===== config.mk =====
export PLATFORM = sky130hd
export DESIGN_NAME = ram_stream_reader_flat
export DESIGN_NICKNAME = d
export VERILOG_FILES = /design/src/rtl/ram_stream_reader_if.sv /design/src/rtl/ram_stream_reader.sv /design/src/flat_wrapper.sv
export SDC_FILE = /design/constraint.sdc
export NUM_CORES = 1
export LEC_CHECK = 0
export CORE_MARGIN = 1.5
export CORE_UTILIZATION = 55
export CTS_CLUSTER_SIZE = 24
export DETAILED_ROUTE_END_ITERATION = 10
export PLACE_DENSITY = 0.86
export RECOVER_POWER = 100
export SKIP_CTS_REPAIR_TIMING = 1
export SLEW_MARGIN = 20
export SYNTH_ARGS = -nofsm -noshare
export SYNTH_HDL_FRONTEND = slang
export SYNTH_SLANG_ARGS = --single-unit

===== constraint.sdc =====
create_clock -name clk -period 3.9 [get_ports clk]
set_clock_uncertainty 0.05 [all_clocks]
set_input_delay 0.585 -clock clk [delete_from_list [all_inputs] [get_ports clk]]
set_output_delay 0.585 -clock clk [all_outputs]
set_load 0.02 [all_outputs]

===== src/rtl/ram_stream_reader_if.sv =====
// Command, RAM read-port and output-stream signals of ram_stream_reader.
// The slave modport is the reader itself; the master modport is its environment
// (command source, RAM read port and stream consumer).
interface ram_stream_reader_if #(
  parameter int DW = 8,
  parameter int AW = 10
);

  logic          start;
  logic          abort;
  logic [AW-1:0] base;
  logic [AW:0]   len;
  logic          busy;
  logic          done;

  logic          ram_rd;
  logic [AW-1:0] ram_adr;
  logic [DW-1:0] ram_dat;

  logic          out_vld;
  logic          out_rdy;
  logic [DW-1:0] out_dat;
  logic          out_last;

  modport master (
    output start, abort, base, len, ram_dat, out_rdy,
    input  busy, done, ram_rd, ram_adr, out_vld, out_dat, out_last
  );

  modport slave (
    input  start, abort, base, len, ram_dat, out_rdy,
    output busy, done, ram_rd, ram_adr, out_vld, out_dat, out_last
  );

endinterface


===== src/rtl/ram_stream_reader.sv =====
// RAM stream reader: issues len consecutive RAM reads from base (address
// wrapping modulo MD) and presents the returned words as a valid/ready stream
// with a last flag. A credit check (in-flight reads + FIFO occupancy < FD)
// guarantees every returning word has a FIFO slot, so backpressure never
// drops data even though the RAM itself cannot be stalled.
module ram_stream_reader #(
  parameter int DW = 8,
  parameter int MD = 1024,
  parameter int AW = $clog2(MD),
  parameter int RL = 2,
  parameter int FD = 4
) (
  input logic             clk,
  input logic             rst,
  ram_stream_reader_if.slave bus
);

  localparam int CW = $clog2(FD + 1);
  localparam int PW = (FD > 1) ? $clog2(FD) : 1;

  typedef enum logic [1:0] {IDLE, READ, DRAIN} state_t;

  state_t        state;
  logic          busy_q;
  logic          done_q;
  logic [AW:0]   remaining;
  logic [AW-1:0] adr;

  // In-flight read tracking: one valid bit and one last tag per RAM latency stage.
  logic [RL-1:0] pipe_vld;
  logic [RL-1:0] pipe_last;
  logic [CW-1:0] inflight;

  // Output FIFO.
  logic [DW-1:0] fifo_dat [FD];
  logic [FD-1:0] fifo_last;
  logic [PW-1:0] wr_ptr;
  logic [PW-1:0] rd_ptr;
  logic [CW-1:0] count;

  logic          issue;
  logic          last_issue;
  logic          ret;
  logic          pop;
  logic [AW-1:0] adr_next;

  function automatic logic [PW-1:0] ptr_inc(input logic [PW-1:0] p);
    return (p == PW'(FD - 1)) ? '0 : p + PW'(1);
  endfunction

  // Read issue, return and pop decisions, all derived from registered state.
  always_comb begin
    // NOTE: every always_comb output gets a default first so no path can leave it unassigned and infer a latch.
    issue      = 1'b0;
    last_issue = 1'b0;
    adr_next   = (adr == AW'(MD - 1)) ? '0 : adr + AW'(1);
    if (state == READ && remaining != '0 &&
        ({1'b0, inflight} + {1'b0, count}) < (CW + 1)'(FD)) begin
      issue      = 1'b1;
      last_issue = (remaining == (AW + 1)'(1));
    end
    ret = pipe_vld[RL-1];
    pop = (count != '0) && bus.out_rdy;
  end

  // Control FSM: command acceptance, address/length counters, busy and done.
  always_ff @(posedge clk or posedge rst) begin
    if (rst) begin
      state     <= IDLE;
      busy_q    <= 1'b0;
      done_q    <= 1'b0;
      remaining <= '0;
      adr       <= '0;
    end else begin
      // NOTE: sequential state uses non-blocking assignments so every register samples pre-edge values.
      done_q <= 1'b0;
      if (bus.abort) begin
        state     <= IDLE;
        busy_q    <= 1'b0;
        remaining <= '0;
      end else begin
        unique case (state)
          IDLE: begin
            if (bus.start) begin
              if (bus.len != '0) begin
                state     <= READ;
                busy_q    <= 1'b1;
                remaining <= bus.len;
                adr       <= bus.base;
              end else begin
                done_q <= 1'b1;
              end
            end
          end
          READ: begin
            if (issue) begin
              adr       <= adr_next;
              remaining <= remaining - (AW + 1)'(1);
              if (last_issue) state <= DRAIN;
            end
          end
          DRAIN: begin
            if (pop && fifo_last[rd_ptr]) begin
              state  <= IDLE;
              busy_q <= 1'b0;
              done_q <= 1'b1;
            end
          end
          default: state <= IDLE;
        endcase
      end
    end
  end

  // Latency shift register, credit counters and FIFO pointers; abort flushes all of them.
  always_ff @(posedge clk or posedge rst) begin
    if (rst) begin
      pipe_vld  <= '0;
      pipe_last <= '0;
      inflight  <= '0;
      count     <= '0;
      wr_ptr    <= '0;
      rd_ptr    <= '0;
    end else if (bus.abort) begin
      pipe_vld  <= '0;
      pipe_last <= '0;
      inflight  <= '0;
      count     <= '0;
      wr_ptr    <= '0;
      rd_ptr    <= '0;
    end else begin
      pipe_vld[0]  <= issue;
      pipe_last[0] <= last_issue;
      for (int i = 1; i < RL; i++) begin
        pipe_vld[i]  <= pipe_vld[i-1];
        pipe_last[i] <= pipe_last[i-1];
      end
      // A pop frees its slot only from the next cycle on, since count is registered.
      inflight <= inflight + CW'(issue) - CW'(ret);
      count    <= count + CW'(ret) - CW'(pop);
      if (ret) wr_ptr <= ptr_inc(wr_ptr);
      if (pop) rd_ptr <= ptr_inc(rd_ptr);
    end
  end

  // FIFO storage: returning words are written at the tail with their last tag.
  always_ff @(posedge clk or posedge rst) begin
    if (rst) begin
      // NOTE: storage is reset so the stream data outputs read 0 out of reset; a RAM-macro FIFO would drop this.
      for (int i = 0; i < FD; i++) begin
        fifo_dat[i]  <= '0;
        fifo_last[i] <= 1'b0;
      end
    end else if (ret) begin
      fifo_dat[wr_ptr]  <= bus.ram_dat;
      fifo_last[wr_ptr] <= pipe_last[RL-1];
    end
  end

  assign bus.busy     = busy_q;
  assign bus.done     = done_q;
  assign bus.ram_rd   = issue;
  assign bus.ram_adr  = adr;
  assign bus.out_vld  = (count != '0);
  assign bus.out_dat  = fifo_dat[rd_ptr];
  assign bus.out_last = fifo_last[rd_ptr];

endmodule


===== src/flat_wrapper.sv =====
// flat-port wrapper written by rule: the top's interface ports become plain ports
module ram_stream_reader_flat 
#(
  parameter int DW = 8,
  parameter int MD = 1024,
  parameter int AW = $clog2(MD),
  parameter int RL = 2,
  parameter int FD = 4
)
  (clk, rst, bus_start, bus_abort, bus_base, bus_len, bus_ram_dat, bus_out_rdy, bus_busy, bus_done, bus_ram_rd, bus_ram_adr, bus_out_vld, bus_out_dat, bus_out_last);
  ram_stream_reader_if #(.DW(DW), .AW(AW)) bus_i ();
  input logic clk;
  input logic rst;
  input wire logic [$bits(bus_i.start)-1:0] bus_start;
  input wire logic [$bits(bus_i.abort)-1:0] bus_abort;
  input wire logic [$bits(bus_i.base)-1:0] bus_base;
  input wire logic [$bits(bus_i.len)-1:0] bus_len;
  input wire logic [$bits(bus_i.ram_dat)-1:0] bus_ram_dat;
  input wire logic [$bits(bus_i.out_rdy)-1:0] bus_out_rdy;
  output wire logic [$bits(bus_i.busy)-1:0] bus_busy;
  output wire logic [$bits(bus_i.done)-1:0] bus_done;
  output wire logic [$bits(bus_i.ram_rd)-1:0] bus_ram_rd;
  output wire logic [$bits(bus_i.ram_adr)-1:0] bus_ram_adr;
  output wire logic [$bits(bus_i.out_vld)-1:0] bus_out_vld;
  output wire logic [$bits(bus_i.out_dat)-1:0] bus_out_dat;
  output wire logic [$bits(bus_i.out_last)-1:0] bus_out_last;
  assign bus_i.start = bus_start;
  assign bus_i.abort = bus_abort;
  assign bus_i.base = bus_base;
  assign bus_i.len = bus_len;
  assign bus_i.ram_dat = bus_ram_dat;
  assign bus_i.out_rdy = bus_out_rdy;
  assign bus_busy = bus_i.busy;
  assign bus_done = bus_i.done;
  assign bus_ram_rd = bus_i.ram_rd;
  assign bus_ram_adr = bus_i.ram_adr;
  assign bus_out_vld = bus_i.out_vld;
  assign bus_out_dat = bus_i.out_dat;
  assign bus_out_last = bus_i.out_last;
  ram_stream_reader #(.DW(DW), .MD(MD), .AW(AW), .RL(RL), .FD(FD)) u_core (.clk(clk), .rst(rst), .bus(bus_i));
endmodule

==> run metrics, run 1 <==
status=finished clean; EDFF count, synth=0; commonest non-fill, non-tap cell in the layout=dfrtp_1; switch share=0.369; critical path type=reg2out; Max Cap Viol=0; row cnt=31; Clock Pin Slew Worst Setup and Hold Paths=80 ps; drt wl/cell=17.3 um; Sw Pwr=1100 uW; maximum vdd drop=0.354 mV; # IOs=57; WHS Path Cells=1; worst r2r src=u_core.remaining[0]; GR Util met3=0.0504; RSZ-0062 raised after global routing=false; Worst Setup SP=u_core.remaining[0]; DR DRC count=0; Syn Inst Count=364; worst reg-to-reg path cell count=7; period utilization=0.833; Total GRT Usage=0.251; post-synth cell types=51; sequential-to-total area share from yosys stat=0.464; crit-path max cell delay=670 ps; Cell Pwr Density=609 nW/um^2; FFs w/ async S/R, synth=1.00; YS warnings=0; core area=7180 sq um; R2R setup slack=860 ps; Seq pwr share=0.390; first-pass GRT wire length=14.9 mm; Hold Path Origin=u_core.pipe_last[0]; type of the most critical hold path=reg2reg; vias in the first global route=3120; GPL Wtd Cong=0.886; met2 Resource Use GR=0.403; R2R Path End=u_core.remaining[6]; Syn Nets=414; Avg Cell Area, Syn=11.1 sq um; internal power=1870 uW; max-slew violations=0; via count=3155; top_reg_cell synth=dfrtp_1; Pwr Total=2970 uW; FF+latch count, synth=75; Clk pwr share=0.228; total CTS buffers=9; area of the mapped netlist=4040 sq um; Die Y=88.7 um; most frequent cells in the layout=75 x dfrtp_1, 39 x mux2_2, 32 x nand2_1, 31 x clkdlybuf4s50_1, 26 x a21oi_1; Leak Pwr=0.00209 uW; DIE AREA=7880 sq um; initial DRC count=158; Post-layout nets=477; Critical Path AT=2610 ps; Final Hold Fails=0; measured slew at the worst slew-check pin=1230 ps; CP max stage cell=dlygate4sd3_1; Clock Sink Count=75; chip width=88.7 um; met1 usage=0.332; FF/Latch Area=1880 sq um; maximum fanout along the worst path=6; Top Usage Layer GRT=met2; Worst EP required=3260 ps; Worst Setup End Kind=output pin; fin crit period=3250 ps; CTS tree=done; initial core utilization=0.564; Setup crit end=bus_ram_rd; Comb pwr share=0.382; area grow syn2layout=20.5%; fmax=308 MHz; first drt pass iteration count=4; Multi-input gate area=1970 sq um; Port-buffer cells=56; fillers=546; initial antenna violation count=0; CTS Buffer Depth=2; post-route ant nets=0; hpwl dp=6.35 mm; Diodes inserted=0; setup_tns=0 ps; H-tree levels=3; final setup vio count=0; total grt overflow=0; pin count of the biggest net entering global routing=38; Vias/cell=5.94; root buf cell=clkbuf_8; crit path cell chain=inv_1, ha_1, nor3b_1, and3_1, nor2_1, dlygate4sd3_1; Slew headroom=0.173; layout cells sized above 1=0.174; Critical Path Source Type=register; clock latency on the worst-skew pair=340 ps; drt total wl=9.20 mm
## power by group through the flow
stage                     Sequential, uW  Combinational (uW)  Clock, uW
final                               1160                1130        678
after global routing                1190                1250        716
after CTS                           1160                1220        689
after detailed placement            1170                1210          0
after global placement              1160                1180          0
after floorplan                     1160                 761          0
## cells in the mapped netlist, types with 2 or more instances
cell / count / share of area
nor3_1: 9 / 0.011
nor2_1: 22 / 0.020
or3_1: 6 / 0.0093
nand3_1: 15 / 0.019
and3_1: 3 / 0.0046
nor2b_1: 7 / 0.011
buf_2: 3 / 0.0037
a31oi_1: 2 / 0.0031
o211ai_1: 3 / 0.0056
nor4_2: 2 / 0.0062
a21oi_1: 26 / 0.032
nand4_1: 8 / 0.012
mux4_2: 9 / 0.050
fa_1: 2 / 0.0099
mux2_2: 39 / 0.11
o31ai_1: 4 / 0.0074
xor2_1: 2 / 0.0043
mux2i_1: 3 / 0.0074
nand2b_1: 2 / 0.0031
o21ai_0: 18 / 0.022
nor4_1: 2 / 0.0031
inv_1: 20 / 0.019
dfrtp_1: 75 / 0.46
o22ai_1: 3 / 0.0046
nand2_1: 32 / 0.030
nor4_4: 2 / 0.011
xnor2_1: 2 / 0.0043
ha_1: 14 / 0.043
clkbuf_1: 7 / 0.0065
## worst max-delay path: cells and delay by family (launching register included)
family                   cells  cell delay [ps]
buffers and inverters        2              750
adder cells (fa/ha/maj)      1              200
AND/OR/NAND/NOR              3              890
flip-flops                   1              440
## cell families (layout without fill, tap and decap cells)
| family | count (synthesis) | in the layout | synth area share |
|---|---|---|---|
| adders and majority gates | 16 | 16 | 0.0532 |
| AOI/OAI and AO/OA | 70 | 70 | 0.118 |
| xor gates and xnor gates | 4 | 4 | 0.00866 |
| DFF | 75 | 75 | 0.464 |
| muxes | 51 | 51 | 0.166 |
| buffers and inverters | 31 | 99 | 0.0316 |
| and+or+nand+nor | 117 | 117 | 0.158 |
## sequential cells by signal (all words and copies together), names as in the netlist
name and flops:
u_core.bus.busy 1, u_core.bus.done 1, u_core.bus.ram_adr 10, u_core.count 3
u_core.fifo_dat 32, u_core.fifo_last 4, u_core.inflight 3, u_core.pipe_last 2
u_core.pipe_vld 2, u_core.rd_ptr 2, u_core.remaining 11, u_core.state 2
u_core.wr_ptr 2
## routing by layer
| layer | share of wire | routed length, um |
|---|---|---|
| met5 | 0 | 0 |
| met4 | 0.019 | 177 |
| met3 | 0.063 | 578 |
| met2 | 0.49 | 4480 |
| met1 | 0.43 | 3960 |
## worst min-delay path by stage
stage | endpoint | slack, ps
2_1_floorplan | u_core.pipe_last[1] | 390
3_3_place_gp | u_core.pipe_vld[1] | 390
3_5_place_dp | u_core.pipe_last[1] | 400
4_1_cts | u_core.pipe_last[1] | 410
5_1_grt | u_core.pipe_vld[1] | 440
6_report | u_core.pipe_last[1] | 410
## layout make-up
cell class | instances | area share
Multi-Input combinational cell | 258 | 0.405
Tap cell | 99 | 0.0254
Clock buffer | 11 | 0.0290
Timing Repair Buffer | 63 | 0.123
Inverter | 20 | 0.0154
Sequential cell | 75 | 0.385
Clock inverter | 5 | 0.0175
## stage by stage
step | std cells | hold slack, ps | worst slack (ps) | instance area (sq um) | util
finish | 531 | 407 | 651 | 4870 | 0.679
global route | 531 | 441 | 510 | 4870 | 0.679
CTS | 531 | 414 | 771 | 4950 | 0.690
detailed placement | 515 | 403 | 1080 | 4730 | 0.659
global placement | 515 | 393 | 1130 | 4730 | 0.659
floorplan | 364 | 389 | 1150 | 4040 | -
No activity file was read; power rests on OpenSTA's default activity.
==> run 2, diff against run 1 <==
--- a/config.mk
+++ b/config.mk
@@ -6,10 +6,10 @@
 export NUM_CORES = 1
 export LEC_CHECK = 0
 export CORE_MARGIN = 1.5
-export CORE_UTILIZATION = 55
+export CORE_UTILIZATION = 50
 export CTS_CLUSTER_SIZE = 24
 export DETAILED_ROUTE_END_ITERATION = 10
-export PLACE_DENSITY = 0.86
+export PLACE_DENSITY = 0.83
 export RECOVER_POWER = 100
 export SKIP_CTS_REPAIR_TIMING = 1
 export SLEW_MARGIN = 20
==> constraint.sdc (replaced) <==
create_clock -name clk -period 2.75 [get_ports clk]
set_clock_uncertainty 0.05 [all_clocks]
set_input_delay 0.4125 -clock clk [delete_from_list [all_inputs] [get_ports clk]]
set_output_delay 0.4125 -clock clk [all_outputs]
set_load 0.02 [all_outputs]
==> run 2 against run 1 <==
  * Critical path depth increased by 2
  * Utilization fell by 4.7 points
  * First-iteration DRC count increased by 9.5%
  * Sequential power up 40%
  * Flip-flop and latch count is the same
  * Routed wire length is 1.1% lower
  * Count of clock-buffer cells in the layout fell by 2
  * Cell count up 1.9%
  * Global-route usage fell by 2.7 points
  * Combinational power up 50%
==> run metrics, run 2 (synthesized netlist as in run 1, its figures left out) <==
chip width=92.9 um (was 88.7 um); Cell Pwr Density=838 nW/um^2 (was 609 nW/um^2); setup ws final=151 ps (was 651 ps); via count=3169 (was 3155); Clock Pin Slew Worst Setup and Hold Paths=90 ps (was 80 ps); WHS Path Cells=1 (unchanged); fillers=626 (was 546); max-slew violations=0 (unchanged); Slew headroom=0.415 (was 0.173); GPL Wtd Cong=0.913 (was 0.886); final setup vio count=0 (unchanged); Biggest register=u_core.fifo_dat (unchanged); Port-buffer cells=56 (unchanged); commonest non-fill, non-tap cell in the layout=dfrtp_1 (unchanged); worst r2r src=u_core.remaining[0] (unchanged); initial antenna violation count=0 (unchanged); hpwl dp=6.66 mm (was 6.35 mm); status=finished clean (unchanged); Leak Pwr=0.00210 uW (was 0.00209 uW); drt wl/cell=16.8 um (was 17.3 um); Max Cap Viol=0 (unchanged); Critical Path AT=2810 ps (was 2610 ps); vias in the first global route=3072 (was 3120); Final Hold Fails=0 (unchanged); placed cell area=4800 sq um (was 4730 sq um); Final Cell Area=4910 sq um (was 4870 sq um); Vias/cell=5.86 (was 5.94); dpl ws=104 ps (was 1080 ps); first-pass GRT wire length=14.9 mm (unchanged); R2R Path End=u_core.bus.ram_adr[0] (was u_core.remaining[6]); CTS Buffer Depth=2 (unchanged); Placed Cells=525 (was 515); total grt overflow=0 (unchanged); period utilization=0.945; layout cells sized above 1=0.210 (was 0.174); Post-layout nets=484 (was 477); critical path type=reg2reg (was reg2out); row cnt=32 (was 31); post-route ant nets=0 (unchanged); core area=7770 sq um (was 7180 sq um); worst reg-to-reg path cell count=8 (was 7); # IOs=57 (unchanged); Clock Sink Count=75 (unchanged); Total GRT Usage=0.223 (was 0.251); H-tree levels=3 (unchanged); measured slew at the worst slew-check pin=876 ps (was 1230 ps); Critical Path Source Type=register (unchanged); R2R setup slack=150 ps (was 860 ps); initial core utilization=0.521 (was 0.564); Diodes inserted=0 (unchanged); DIE AREA=8640 sq um (was 7880 sq um); fin crit period=2600 ps; pin count of the biggest net entering global routing=54 (was 38); maximum fanout along the worst path=9 (was 6); maximum vdd drop=0.404 mV (was 0.354 mV); DR DRC count=0 (unchanged); Worst Hold Endpoint=u_core.pipe_vld[1] (was u_core.pipe_last[1]); most frequent cells in the layout=73 x dfrtp_1, 39 x mux2_2, 36 x clkdlybuf4s50_1, 32 x nand2_1, 26 x a21oi_1 (was 75 x dfrtp_1, 39 x mux2_2, 32 x nand2_1, 31 x clkdlybuf4s50_1, 26 x a21oi_1); Die Y=92.9 um (was 88.7 um); area grow syn2layout=21.4% (was 20.5%); Post-Layout Cell Count=541 (was 531); Core Util, Final=0.632 (was 0.679); Hold Path Origin=u_core.pipe_vld[0] (was u_core.pipe_last[0]); type of the most critical hold path=reg2reg (unchanged); Worst EP required=2960 ps (was 3260 ps); Worst Setup End Kind=register (was output pin); CTS tree=done (unchanged); drt total wl=9.10 mm (was 9.20 mm); fmax=385 MHz; root buf cell=clkbuf_8 (unchanged); first drt pass iteration count=4 (unchanged); initial DRC count=173 (was 158); clock latency on the worst-skew pair=360 ps (was 340 ps); max reg flops=32 (unchanged); total CTS buffers=9 (unchanged); RSZ-0062 raised after global routing=false (unchanged)
run 2: metrics by stage:
step	hold WS [ps]	total power, uW	TNS [ps]
final	426	4110	0
after global routing	455	4370	0
after CTS	353	4240	-199
after detailed placement	412	3440	0
after global placement	394	3380	0
after floorplan	389	2720	0
run 2: worst max path at each step:
stage          slack, ps           startpoint               endpoint  cells after the start
2_1_floorplan        110  u_core.remaining[0]     u_core.inflight[2]                     13
3_3_place_gp         220      u_core.count[2]     u_core.inflight[2]                     12
3_5_place_dp         100      u_core.count[1]     u_core.inflight[2]                     12
4_1_cts             -200      u_core.count[1]             bus_ram_rd                      6
5_1_grt               20  u_core.remaining[0]  u_core.bus.ram_adr[0]                      8
6_report             150  u_core.remaining[0]  u_core.bus.ram_adr[0]                      8
run 2: report_power, final:
group          total [uW]  internal (uW)  switching, uW
clock network         791            338            454
logic                1700            827            872
registers            1620           1350            274
run 2: final cells by class:
type                       instances  area (sq um)  share of cell area
inverter                          20          75.1              0.0153
multi-input combinational        258          2000               0.407
clock buffer                       9           124              0.0252
timing repair buffer              70           648               0.132
tap                              102           128              0.0260
clock inverter                     7          57.6              0.0117
sequential                        75          1880               0.383
run 2: worst max-delay path, cell delays in order (launching register included):
cell and delay, ps:
dfrtp_2 450, inv_1 70, ha_1 200, nor3b_2 230
clkbuf_1 200, nand3_1 240, a2bb2oi_1 500, nor2_2 230
mux2_2 320
run 2: metal layers:
metal,GRT usage,vias to the layer above,routed length [um]
met5,0,-,0
met4,0.0758,0,169
met3,0.0632,13,532
met2,0.361,114,4430
met1,0.288,1569,3960
li1,-,1473,-
==> run 3, diff against run 2 <==
--- a/config.mk
+++ b/config.mk
@@ -6,10 +6,10 @@
 export NUM_CORES = 1
 export LEC_CHECK = 0
 export CORE_MARGIN = 1.5
-export CORE_UTILIZATION = 50
+export CORE_UTILIZATION = 55
 export CTS_CLUSTER_SIZE = 24
 export DETAILED_ROUTE_END_ITERATION = 10
-export PLACE_DENSITY = 0.83
+export PLACE_DENSITY = 0.86
 export RECOVER_POWER = 100
 export SKIP_CTS_REPAIR_TIMING = 1
 export SLEW_MARGIN = 20
==> constraint.sdc (replaced) <==
create_clock -name clk -period 3 [get_ports clk]
set_clock_uncertainty 0.05 [all_clocks]
set_input_delay 0.45 -clock clk [delete_from_list [all_inputs] [get_ports clk]]
set_output_delay 0.45 -clock clk [all_outputs]
set_load 0.02 [all_outputs]
==> run 3 against run 2 <==
  * Die area shrank 8.8%
  * Largest power group unchanged
  * Largest cell class unchanged
  * Register-to-register slack improved by 80 ps
  * Combinational power fell by 8%
==> run metrics, run 3 (synthesized netlist as in run 1, its figures left out) <==
area grow syn2layout=20.3% (was 21.4%); root buf cell=clkbuf_8 (unchanged); period utilization=0.939; final setup vio count=0 (unchanged); Clock Sink Count=75 (unchanged); R2R setup slack=230 ps (was 150 ps); R2R Path End=u_core.remaining[3] (was u_core.bus.ram_adr[0]); core area=7180 sq um (was 7770 sq um); setup_tns=0 ps (unchanged); Critical Path Source Type=register (unchanged); maximum vdd drop=0.368 mV (was 0.404 mV); WHS Path Cells=1 (unchanged); drt wl/cell=17.1 um (was 16.8 um); DIE AREA=7880 sq um (was 8640 sq um); worst reg-to-reg path cell count=6 (was 8); GPL Wtd Cong=0.892 (was 0.913); total CTS buffers=9 (unchanged); Cell Pwr Density=776 nW/um^2 (was 838 nW/um^2); max-slew violations=0 (unchanged); Port-buffer cells=56 (unchanged); Biggest register=u_core.fifo_dat (unchanged); status=finished clean (unchanged); fin crit period=2820 ps; total grt overflow=0 (unchanged); WL met1=3.90 mm (was 3.96 mm); vias in the first global route=3180 (was 3072); drt total wl=9.19 mm (was 9.10 mm); Diodes inserted=0 (unchanged); Post-layout nets=482 (was 484); Critical Path AT=2320 ps (was 2810 ps); maximum fanout along the worst path=7 (was 9); Worst Hold Endpoint=u_core.pipe_last[1] (was u_core.pipe_vld[1]); Worst Setup End Kind=output pin (was register); type of the most critical hold path=reg2reg (unchanged); hpwl dp=6.60 mm (was 6.66 mm); Final Hold Fails=0 (unchanged); chip width=88.7 um (was 92.9 um); Max Cap Viol=0 (unchanged); Worst EP required=2500 ps (was 2960 ps); via count=3196 (was 3169); Final Cell Area=4860 sq um (was 4910 sq um); Die Y=88.7 um (was 92.9 um); DR DRC count=0 (unchanged); CTS Buffer Depth=2 (unchanged); Hold Path Origin=u_core.pipe_last[0] (was u_core.pipe_vld[0]); Vias/cell=5.96 (was 5.86); CTS tree=done (unchanged); most frequent cells in the layout=75 x dfrtp_1, 39 x mux2_2, 36 x clkdlybuf4s50_1, 32 x nand2_1, 26 x a21oi_1 (was 73 x dfrtp_1, 39 x mux2_2, 36 x clkdlybuf4s50_1, 32 x nand2_1, 26 x a21oi_1); Multi-input gate area=1980 sq um (was 2000 sq um); fillers=561 (was 626); clock latency on the worst-skew pair=370 ps (was 360 ps); Met2 Wirelength=4.55 mm (was 4.43 mm); Clock Pin Slew Worst Setup and Hold Paths=90 ps (about the same); DR top layer=met4 (unchanged); first drt pass iteration count=4 (unchanged); Worst Setup SP=u_core.rd_ptr[0] (was u_core.remaining[0]); critical path type=reg2out (was reg2reg); Leak Pwr=0.00208 uW (was 0.00210 uW); placed cell area=4780 sq um (was 4800 sq um); first-pass GRT wire length=15.1 mm (was 14.9 mm); worst r2r src=u_core.count[2] (was u_core.remaining[0]); FF/Latch Area=1880 sq um (about the same); initial core utilization=0.564 (was 0.521); # IOs=57 (unchanged); Total GRT Usage=0.254 (was 0.223); max reg flops=32 (unchanged); Met3 Wirelength=548 um (was 532 um); fmax=355 MHz; measured slew at the worst slew-check pin=1120 ps (was 876 ps); post-route ant nets=0 (unchanged); H-tree levels=3 (unchanged); pin count of the biggest net entering global routing=37 (was 54); commonest non-fill, non-tap cell in the layout=dfrtp_1 (unchanged); initial DRC count=180 (was 173); RSZ-0062 raised after global routing=false (unchanged); layout cells sized above 1=0.188 (was 0.210); initial antenna violation count=0 (unchanged); row cnt=31 (was 32); Slew headroom=0.256 (was 0.415)
-- run 3: per-stage QoR --
| stage | instances | setup slack (ps) | hold slack [ps] | util | total power (uW) |
|---|---|---|---|---|---|
| 4_1_cts | 536 | 39.0 | 362 | 0.692 | 3880 |
| 5_1_grt | 536 | 47.1 | 467 | 0.678 | 4030 |
| 2_1_floorplan | 364 | 247 | 389 | - | 2500 |
| 3_3_place_gp | 520 | 398 | 398 | 0.666 | 3070 |
| 6_report | 536 | 184 | 430 | 0.678 | 3770 |
| 3_5_place_dp | 520 | 313 | 410 | 0.666 | 3140 |
-- run 3: report_power, final --
group / switching [uW] / internal, uW
Combinational: 809 / 748
Sequential: 243 / 1240
Clock: 426 / 312
Total: 1480 / 2300
-- run 3: worst max-delay path: stages (launching register included) --
cell             delay [ps]
dfrtp_1                 550
clkbuf_2                330
mux4_2                  530
clkdlybuf4s50_1         550
-- run 3: worst max path at each step --
stage | end | slack [ps] | cells past startpoint
detailed placement | u_core.inflight[2] | 310 | 12
floorplan | u_core.inflight[2] | 250 | 13
finish | bus_out_dat[7] | 180 | 3
global placement | u_core.inflight[2] | 400 | 12
CTS | bus_ram_rd | 40 | 5
global route | u_core.remaining[3] | 50 | 6
-- run 3: final cells by class --
cell class | count | area share
sequential | 75 | 0.386
clock inverter | 7 | 0.0123
tap | 99 | 0.0255
clock buffer | 9 | 0.0255
multi-input combinational | 258 | 0.407
inverter | 20 | 0.0154
timing repair buffer | 68 | 0.129
-- run 3: layer usage --
| layer | GRT usage | vias up |
|---|---|---|
| met2 | 0.413 | 131 |
| li1 | - | 1470 |
| met4 | 0.108 | 0 |
| met3 | 0.0597 | 18 |
| met5 | 0 | - |
| met1 | 0.327 | 1577 |
